[config.mk]
export PLATFORM = sky130hd
export DESIGN_NAME = wash_cycle_flat
export DESIGN_NICKNAME = d
export VERILOG_FILES = /design/src/rtl/wash_cycle_pkg.sv /design/src/rtl/wash_cycle_if.sv /design/src/rtl/wash_tick_gen.sv /design/src/rtl/wash_cycle.sv /design/src/flat_wrapper.sv
export SDC_FILE = /design/constraint.sdc
export NUM_CORES = 1
export LEC_CHECK = 0
export CORE_ASPECT_RATIO = 1.75
export CORE_MARGIN = 2
export CORE_UTILIZATION = 30
export CTS_BUF_LIST = sky130_fd_sc_hd__clkbuf_8
export CTS_CLUSTER_SIZE = 8
export DETAILED_ROUTE_END_ITERATION = 6
export DONT_BUFFER_PORTS = 1
export SKIP_CTS_REPAIR_TIMING = 1
export SLEW_MARGIN = 30
export SYNTH_ARGS = -nofsm -noshare
export SYNTH_HDL_FRONTEND = slang
export SYNTH_SLANG_ARGS = --single-unit
export TNS_END_PERCENT = 5
[constraint.sdc]
create_clock -name clk -period 14.6 [get_ports clk]
set_input_delay 2.19 -clock clk [delete_from_list [all_inputs] [get_ports clk]]
set_output_delay 2.19 -clock clk [all_outputs]
set_load 0.005 [all_outputs]
[src/rtl/wash_cycle_pkg.sv]
// Shared encodings, price table and phase duration tables
// for the wash-cycle sequencer.
package wash_cycle_pkg;

    typedef enum logic [1:0] {
        MODE_SPIN   = 2'd0,
        MODE_SMALL  = 2'd1,
        MODE_MEDIUM = 2'd2,
        MODE_LARGE  = 2'd3
    } mode_e;

    // State value doubles as the phase code shown on the panel.
    localparam logic [2:0] ST_IDLE   = 3'd0;
    localparam logic [2:0] ST_WASH   = 3'd1;
    localparam logic [2:0] ST_RINSE  = 3'd2;
    localparam logic [2:0] ST_SPIN   = 3'd3;
    localparam logic [2:0] ST_PAUSED = 3'd4;
    localparam logic [2:0] ST_DONE   = 3'd5;

    localparam int MAX_KG_DEF = 20;

    localparam logic signed [11:0] BASE_PRICE [4] =
        '{12'sd5, 12'sd10, 12'sd15, 12'sd20};

    localparam logic [9:0] WASH_S  [4] = '{10'd0,  10'd30, 10'd45, 10'd60};
    localparam logic [9:0] RINSE_S [4] = '{10'd0,  10'd20, 10'd30, 10'd40};
    localparam logic [9:0] SPIN_S  [4] = '{10'd20, 10'd15, 10'd20, 10'd30};

    function automatic logic [9:0] dur_of(input logic [1:0] m,
                                          input logic [2:0] st);
        dur_of = '0;
        case (st)
            ST_WASH:  dur_of = WASH_S[m];
            ST_RINSE: dur_of = RINSE_S[m];
            ST_SPIN:  dur_of = SPIN_S[m];
            default:  dur_of = '0;
        endcase
    endfunction

    // First phase after cur with a non-zero duration; spin is never empty.
    function automatic logic [2:0] next_run(input logic [1:0] m,
                                            input logic [2:0] cur);
        if (cur < ST_WASH && WASH_S[m] != 10'd0)
            next_run = ST_WASH;
        else if (cur < ST_RINSE && RINSE_S[m] != 10'd0)
            next_run = ST_RINSE;
        else if (cur < ST_SPIN)
            next_run = ST_SPIN;
        else
            next_run = ST_DONE;
    endfunction

endpackage

[src/rtl/wash_cycle_if.sv]
// Setup-stage to wash-cycle bus: request, controls and
// status/display outputs.
interface wash_cycle_if;
    logic               start;
    logic [1:0]         mode;
    logic [4:0]         weight;
    logic signed [11:0] bal_in;
    logic               pause_btn;
    logic               abort;
    logic               busy;
    logic [2:0]         phase;
    logic signed [11:0] bal_out;
    logic               bal_we;
    logic               reject;
    logic [3:0]         d0;
    logic [3:0]         d1;
    logic [3:0]         d2;
    logic               lid_lock;
    logic               alarm;

    modport master (
        output start, mode, weight, bal_in, pause_btn, abort,
        input  busy, phase, bal_out, bal_we, reject,
        input  d0, d1, d2, lid_lock, alarm
    );

    modport slave (
        input  start, mode, weight, bal_in, pause_btn, abort,
        output busy, phase, bal_out, bal_we, reject,
        output d0, d1, d2, lid_lock, alarm
    );
endinterface

[src/rtl/wash_tick_gen.sv]
// 1 s tick divider: freezes while en is low, clr restarts
// the count at zero.
module wash_tick_gen #(
    parameter int TICK_CYCLES = 100_000_000
) (
    input  logic clk,
    input  logic rst,
    input  logic en,
    input  logic clr,
    output logic tick
);
    localparam int W = (TICK_CYCLES > 1) ? $clog2(TICK_CYCLES) : 1;
    localparam logic [W-1:0] LAST = W'(TICK_CYCLES - 1);

    logic [W-1:0] cnt;

    assign tick = en && (cnt == LAST);

    always_ff @(posedge clk or negedge rst) begin
        if (!rst)
            cnt <= '0;
        else if (clr)
            cnt <= '0;
        else if (en)
            cnt <= (cnt == LAST) ? '0 : cnt + W'(1);
    end
endmodule

[src/rtl/wash_cycle.sv]
// Wash-cycle sequencer: price check/charge, wash/rinse/spin timing.
// Define WASH_CYCLE_ALARM_EN to build the end-of-cycle alarm.
module wash_cycle
    import wash_cycle_pkg::*;
#(
    parameter int TICK_CYCLES = 100_000_000,
    parameter int MAX_KG      = MAX_KG_DEF,
    parameter int ALARM_S     = 3
) (
    input logic        clk,
    input logic        rst,
    wash_cycle_if.slave bus
);
    logic [2:0]         st, st_n, sav, sav_n;
    logic [9:0]         rem, rem_n, shown;
    mode_e              mode_r;
    logic               tick, enter, accept, refuse, run, done_exit;
    logic signed [11:0] price, bal_q;
    logic               we_q, rej_q, bad;

    assign price = BASE_PRICE[bus.mode] + $signed({7'd0, bus.weight});
    assign bad   = (bus.weight == 5'd0) || (32'(bus.weight) > MAX_KG)
                || (bus.bal_in < price);
    assign run   = st inside {ST_WASH, ST_RINSE, ST_SPIN};

    wash_tick_gen #(.TICK_CYCLES(TICK_CYCLES)) u_tick (
        .clk  (clk),
        .rst  (rst),
        .en   (run || (st == ST_DONE && ALARM_S > 0)),
        .clr  (enter),
        .tick (tick)
    );

`ifdef WASH_CYCLE_ALARM_EN
    logic [7:0] acnt;
    logic       alarm_q;

    assign done_exit = tick && (acnt == 8'(ALARM_S - 1));

    always_ff @(posedge clk or negedge rst) begin
        if (!rst) begin
            acnt    <= '0;
            alarm_q <= 1'b0;
        end else if (st != ST_DONE && st_n == ST_DONE) begin
            acnt    <= '0;
            alarm_q <= 1'b1;
        end else if (st == ST_DONE && st_n == ST_DONE && tick) begin
            acnt    <= acnt + 8'd1;
            alarm_q <= ~alarm_q;
        end else if (st_n != ST_DONE) begin
            alarm_q <= 1'b0;
        end
    end

    assign bus.alarm = alarm_q;
`else
    assign done_exit = 1'b1;
    assign bus.alarm = 1'b0;
`endif

    always_comb begin
        st_n   = st;
        rem_n  = rem;
        sav_n  = sav;
        enter  = 1'b0;
        accept = 1'b0;
        refuse = 1'b0;
        case (st)
            ST_IDLE: begin
                if (bus.start) begin
                    if (bad) begin
                        refuse = 1'b1;
                    end else begin
                        accept = 1'b1;
                        enter  = 1'b1;
                        st_n   = next_run(bus.mode, ST_IDLE);
                        rem_n  = dur_of(bus.mode, st_n);
                    end
                end
            end
            ST_WASH, ST_RINSE, ST_SPIN: begin
                if (bus.abort) begin
                    st_n  = ST_IDLE;
                    rem_n = '0;
                end else begin
                    if (tick) begin
                        if (rem <= 10'd1) begin
                            enter = 1'b1;
                            st_n  = next_run(mode_r, st);
                            rem_n = dur_of(mode_r, st_n);
                        end else begin
                            rem_n = rem - 10'd1;
                        end
                    end
                    // A press on the tick cycle pauses after the decrement.
                    if (bus.pause_btn && st_n != ST_DONE) begin
                        sav_n = st_n;
                        st_n  = ST_PAUSED;
                    end
                end
            end
            ST_PAUSED: begin
                if (bus.abort) begin
                    st_n  = ST_IDLE;
                    rem_n = '0;
                end else if (bus.pause_btn) begin
                    st_n = sav;
                end
            end
            ST_DONE: begin
                if (bus.abort || bus.start || done_exit)
                    st_n = ST_IDLE;
            end
            default: begin
                st_n  = ST_IDLE;
                rem_n = '0;
            end
        endcase
    end

    always_ff @(posedge clk or negedge rst) begin
        if (!rst) begin
            st     <= ST_IDLE;
            sav    <= ST_IDLE;
            rem    <= '0;
            mode_r <= MODE_SPIN;
            bal_q  <= '0;
            we_q   <= 1'b0;
            rej_q  <= 1'b0;
        end else begin
            st    <= st_n;
            sav   <= sav_n;
            rem   <= rem_n;
            we_q  <= accept;
            rej_q <= refuse;
            if (accept) begin
                bal_q  <= bus.bal_in - price;
                mode_r <= mode_e'(bus.mode);
            end
        end
    end

    assign shown        = (st == ST_IDLE) ? 10'd0 : rem;
    assign bus.d0       = 4'(shown % 10'd10);
    assign bus.d1       = 4'((shown / 10'd10) % 10'd10);
    assign bus.d2       = 4'(shown / 10'd100);
    assign bus.busy     = (st != ST_IDLE);
    assign bus.phase    = st;
    assign bus.lid_lock = run || (st == ST_PAUSED);
    assign bus.bal_out  = bal_q;
    assign bus.bal_we   = we_q;
    assign bus.reject   = rej_q;
endmodule

[src/flat_wrapper.sv]
// flat-port wrapper written by rule: the top's interface ports become plain ports
module wash_cycle_flat import wash_cycle_pkg::*;
#(
    parameter int TICK_CYCLES = 100_000_000,
    parameter int MAX_KG      = MAX_KG_DEF,
    parameter int ALARM_S     = 3
)
  (clk, rst, bus_start, bus_mode, bus_weight, bus_bal_in, bus_pause_btn, bus_abort, bus_busy, bus_phase, bus_bal_out, bus_bal_we, bus_reject, bus_d0, bus_d1, bus_d2, bus_lid_lock, bus_alarm);
  wash_cycle_if bus_i ();
  input logic clk;
  input logic rst;
  input wire logic [$bits(bus_i.start)-1:0] bus_start;
  input wire logic [$bits(bus_i.mode)-1:0] bus_mode;
  input wire logic [$bits(bus_i.weight)-1:0] bus_weight;
  input wire logic [$bits(bus_i.bal_in)-1:0] bus_bal_in;
  input wire logic [$bits(bus_i.pause_btn)-1:0] bus_pause_btn;
  input wire logic [$bits(bus_i.abort)-1:0] bus_abort;
  output wire logic [$bits(bus_i.busy)-1:0] bus_busy;
  output wire logic [$bits(bus_i.phase)-1:0] bus_phase;
  output wire logic [$bits(bus_i.bal_out)-1:0] bus_bal_out;
  output wire logic [$bits(bus_i.bal_we)-1:0] bus_bal_we;
  output wire logic [$bits(bus_i.reject)-1:0] bus_reject;
  output wire logic [$bits(bus_i.d0)-1:0] bus_d0;
  output wire logic [$bits(bus_i.d1)-1:0] bus_d1;
  output wire logic [$bits(bus_i.d2)-1:0] bus_d2;
  output wire logic [$bits(bus_i.lid_lock)-1:0] bus_lid_lock;
  output wire logic [$bits(bus_i.alarm)-1:0] bus_alarm;
  assign bus_i.start = bus_start;
  assign bus_i.mode = bus_mode;
  assign bus_i.weight = bus_weight;
  assign bus_i.bal_in = bus_bal_in;
  assign bus_i.pause_btn = bus_pause_btn;
  assign bus_i.abort = bus_abort;
  assign bus_busy = bus_i.busy;
  assign bus_phase = bus_i.phase;
  assign bus_bal_out = bus_i.bal_out;
  assign bus_bal_we = bus_i.bal_we;
  assign bus_reject = bus_i.reject;
  assign bus_d0 = bus_i.d0;
  assign bus_d1 = bus_i.d1;
  assign bus_d2 = bus_i.d2;
  assign bus_lid_lock = bus_i.lid_lock;
  assign bus_alarm = bus_i.alarm;
  wash_cycle #(.TICK_CYCLES(TICK_CYCLES), .MAX_KG(MAX_KG), .ALARM_S(ALARM_S)) u_core (.clk(clk), .rst(rst), .bus(bus_i));
endmodule
==> impl_results.md <==
* Run status: finished clean
* Largest cells by area after synthesis: sky130_fd_sc_hd__dfrtp_1 24%, sky130_fd_sc_hd__ha_1 6.3%, sky130_fd_sc_hd__o21ai_0 5.0%, sky130_fd_sc_hd__nor2_1 4.9%, sky130_fd_sc_hd__nand2_1 4.4%
* Cell Int Power at 476 uW
* Final Max Slew Viols at 0
* Area of the core at between 20000 and 25000 um2
* Global-route wire length before repair at 28900 um
* Net Count, Synth at 850
* Final weighted congestion in routability-driven placement at 0.930
* Reg power frac at 0.307
* Remaining max-slew budget at the tightest pin at 0.425
* Clock-pin slew on the worst setup and hold paths at ~0.07 ns
* Complex-gate fraction of the synthesized area at 0.275
* Cell type group with the largest total delay on the critical path: simple AND/OR/NAND/NOR gates
* Total setup violations reported at the end of the flow at 0
* Area growth from synthesis to layout at 5.66%
* Shortest period the worst path allows at roughly 8.5 ns
* Post-synth cell types at 94
* Arithmetic-cell share of the synthesized area counting full adders, half adders and majority gates at 0.0793
* Detailed-route wire length per cell at 16.8 um
* Crit start category: flip-flop
* Pin count of the biggest net entering global routing at 60
* Cell Rows at 69
* Post-synth ARST share at 1.00
* Inserted Clock Buffers at 9
* Worst clock skew at 0.0163 ns
* Critical path cell sequence: nor2b_1 -> o22ai_1 -> a221oi_2 -> or2_2 -> nand3_1 -> nor3_4 -> nand3_4 -> a21oi_2 -> inv_1 -> ha_1 -> nor3b_1 -> inv_1 -> o22ai_2 -> a211o_4 -> and2_4 -> or4_1 -> a211o_1 -> a211oi_2 -> nand2b_1 -> mux2i_1
* Total number of yosys warnings at 0
* Post-route clock period utilization at 0.580
* Number of sinks on the clock net at between 50 and 60
* Setup repair after global routing missed its margin: no
* Most common cell on crit path: sky130_fd_sc_hd__inv_1
* Hold crit path type: flip-flop to flip-flop
* H-tree depth at 3
* Data arrival time of the worst path at 6.27 ns
* Count leader, synth: sky130_fd_sc_hd__nor2_1
* Clock latency on the worst-skew pair at 0.35 ns
* LEAKAGE at 0.00267 uW
* Die width at 112 um
* Y dimension of the die at 194 um
* Top cell type's share of synthesized area at 0.239
* Most common library cells after synthesis: 80 x sky130_fd_sc_hd__nor2_1, 73 x sky130_fd_sc_hd__nand2_1, 62 x sky130_fd_sc_hd__o21ai_0
* Number of flops mapped to enable cells by yosys at 0
* Critical path buffers and inverters at 2
* Worst-case hold slack at 0.478 ns
* Worst Tran Pin Value at between 0.8 and 0.9 ns
* Post-Route Utilization at 0.321
* Largest fanout on the critical path at 31
* Via count of the first global-routing pass at between 5000 and 6000
* Slowest Stage Delay on Critical Path at 0.90 ns
* Share of synthesized cell area in and, or, nand and nor gates at 0.271
* Router iterations before antenna repair at 5
* Share of synthesized area spent on multiplexers at 0.0189
* Class of the most critical setup path: flip-flop to output pin
* Main combinational cell family by area after synthesis: compound AO/OA/AOI/OAI gates
* Initial drt markers at 351
* Layout cell share with drive strength beyond 1 at 0.0842
* GR Overflow Total at 0
* Placed inst area at 6320 um2
* P_sw at 440 uW
* Clock root buffer: sky130_fd_sc_hd__clkbuf_8
* Post-Layout Inst Area at 6520 um2
* Via density at 5.74
* Post-synthesis register bit count at ~60
* IR Drop Worst-Case VDD at 0.0707 mV
* HPWL after detailed placement at about 13000 um
* Total number of nets in the final design at 826
* Global-route usage over all layers at 0.159
* Dominant cell type by area after synthesis: sky130_fd_sc_hd__dfrtp_1
* Highest attainable clock frequency at 118 MHz
* Final routed DRC violation total at 0
* Overall routed net length at roughly 17000 um
* Relative contribution of the clock network to total power at 0.171
* # port buffers at 0
* Part of the total power dissipated in combinational logic at 0.522
* Sequential cell area fraction in the yosys report at 0.239
* Post-synthesis average cell area at roughly 7.8 um2
* Share of total power consumed by net switching at 0.480
* Crit-path slowest cell: sky130_fd_sc_hd__dfrtp_1
* Buffer levels on the longest clock path at 2
* Total count of hold-check failures in the final report at 0
* TritonCTS clock tree: done
* Total negative slack for setup checks at 0 ns
* Antenna violations before repair at 0
* Share of the synthesized netlist area taken by xor and xnor gates at 0.0554
* Cell area after synthesis at 6170 um2
* Antenna diode count at 0
* Overall die area at roughly 22000 um2
* Number of nets still failing antenna checks after routing at 0
* Critical path endpoint category: output pin
* Number of I/O pins at 56
* Pwr per Cell Area at 141 nW/um2
* Vias after detailed routing at between 5000 and 6000
* Worst EP required at 12.41 ns
* Initial Util at 0.304
* Number of instances in the synthesized netlist at 793
* Prevailing post-synth register cell: sky130_fd_sc_hd__dfrtp_1
* Number of max-cap violations at 0
-- cell usage in the layout, fill, tap and decap left out, types with 6 or more instances in the layout --
| cell | netlist | routed |
|---|---|---|
| sky130_fd_sc_hd__or2_2 | 8 | 8 |
| sky130_fd_sc_hd__ha_1 | 31 | 31 |
| sky130_fd_sc_hd__mux2i_1 | 6 | 6 |
| sky130_fd_sc_hd__inv_1 | 35 | 35 |
| sky130_fd_sc_hd__dfrtp_1 | 59 | 58 |
| sky130_fd_sc_hd__xnor2_1 | 18 | 18 |
| sky130_fd_sc_hd__nor3_1 | 24 | 24 |
| sky130_fd_sc_hd__and2_1 | 9 | 9 |
| sky130_fd_sc_hd__o211ai_1 | 6 | 6 |
| sky130_fd_sc_hd__nand3_1 | 29 | 29 |
| sky130_fd_sc_hd__a22oi_1 | 6 | 6 |
| sky130_fd_sc_hd__nand4_1 | 14 | 14 |
| sky130_fd_sc_hd__buf_4 | 11 | 8 |
| sky130_fd_sc_hd__a21o_1 | 11 | 11 |
| sky130_fd_sc_hd__xor2_1 | 21 | 21 |
| sky130_fd_sc_hd__a211o_1 | 8 | 8 |
| sky130_fd_sc_hd__o21ai_0 | 62 | 62 |
| sky130_fd_sc_hd__a31oi_1 | 9 | 9 |
| sky130_fd_sc_hd__o31ai_1 | 12 | 12 |
| sky130_fd_sc_hd__nor2_1 | 80 | 80 |
| sky130_fd_sc_hd__nand2b_1 | 9 | 9 |
| sky130_fd_sc_hd__a211oi_1 | 13 | 13 |
| sky130_fd_sc_hd__and3b_1 | 6 | 6 |
| sky130_fd_sc_hd__nor2b_1 | 7 | 7 |
| sky130_fd_sc_hd__and3_1 | 12 | 12 |
| sky130_fd_sc_hd__nand3b_1 | 7 | 7 |
| sky130_fd_sc_hd__nor3b_1 | 8 | 8 |
| sky130_fd_sc_hd__clkbuf_8 | 0 | 12 |
| sky130_fd_sc_hd__nand2_1 | 73 | 73 |
| sky130_fd_sc_hd__a21oi_1 | 44 | 44 |
-- metrics by stage --
stage / cells / setup WS, ns / power (uW)
after floorplan: 793 / 7.39 / 648
after global placement: 1006 / 6.67 / 760
after detailed placement: 1006 / 6.58 / 765
after CTS: 1020 / 6.17 / 926
after global routing: 1020 / 5.61 / 1000
final: 1020 / 6.14 / 916
-- layout make-up --
cell class / count / area, um2
Fill cell: 2125 / 13800
Multi-Input combinational cell: 652 / 4320
Sequential cell: 59 / 1480
Tap cell: 248 / 310
Clock buffer: 12 / 165
Inverter: 39 / 146
Timing Repair Buffer: 8 / 60.1
Clock inverter: 2 / 35.0
-- state kept, by name (all words and copies together), names as in the netlist --
signal              count
u_core.bus.bal_out     12
u_core.u_tick.cnt      27
u_core.bus.phase        3
u_core.bus.reject       1
u_core.sav              3
u_core.mode_r           2
u_core.bus.bal_we       1
u_core.rem             10
-- logic make-up after synthesis --
| family | count (synthesis) |
|---|---|
| fa+ha+maj | 39 |
| buf+inv | 82 |
| xor+xnor | 39 |
| other cells | 1 |
| simple gates | 320 |
| compound gates | 242 |
| mux | 11 |
| flops | 59 |
-- worst paths after layout --
kind | from | to | slack (ns) | cells after the start
setup / recovery | u_core.rem[7] | bus_d1[2] | 6.14 | 20
hold / removal | u_core.sav[2] | u_core.sav[2] | 0.48 | 1
setup reg to reg | u_core.bus.phase[0] | u_core.u_tick.cnt[23] | 10.10 | 14
hold reg to reg | u_core.sav[2] | u_core.sav[2] | 0.48 | 1
max in group asynchronous | rst | u_core.bus.bal_out[2] | 12.95 | 0
min in group asynchronous | rst | u_core.rem[3] | 1.53 | 0
-- power by group through the flow --
stage | Combinational [uW] | Clock [uW] | Sequential [uW]
6_report | 478 | 157 | 281
5_1_grt | 543 | 168 | 292
4_1_cts | 482 | 162 | 282
3_5_place_dp | 481 | 0 | 284
3_3_place_gp | 476 | 0 | 284
2_1_floorplan | 412 | 0 | 236
-- per-layer routing --
metal  vias up  share of wire  GRT usage
li1       2873              -          -
met1      2788           0.39      0.177
met2       153           0.55      0.301
met3        36          0.041     0.0209
met4         0          0.025     0.0628
met5         -              0          0
Note: power is estimated with default switching activity, not from simulation.
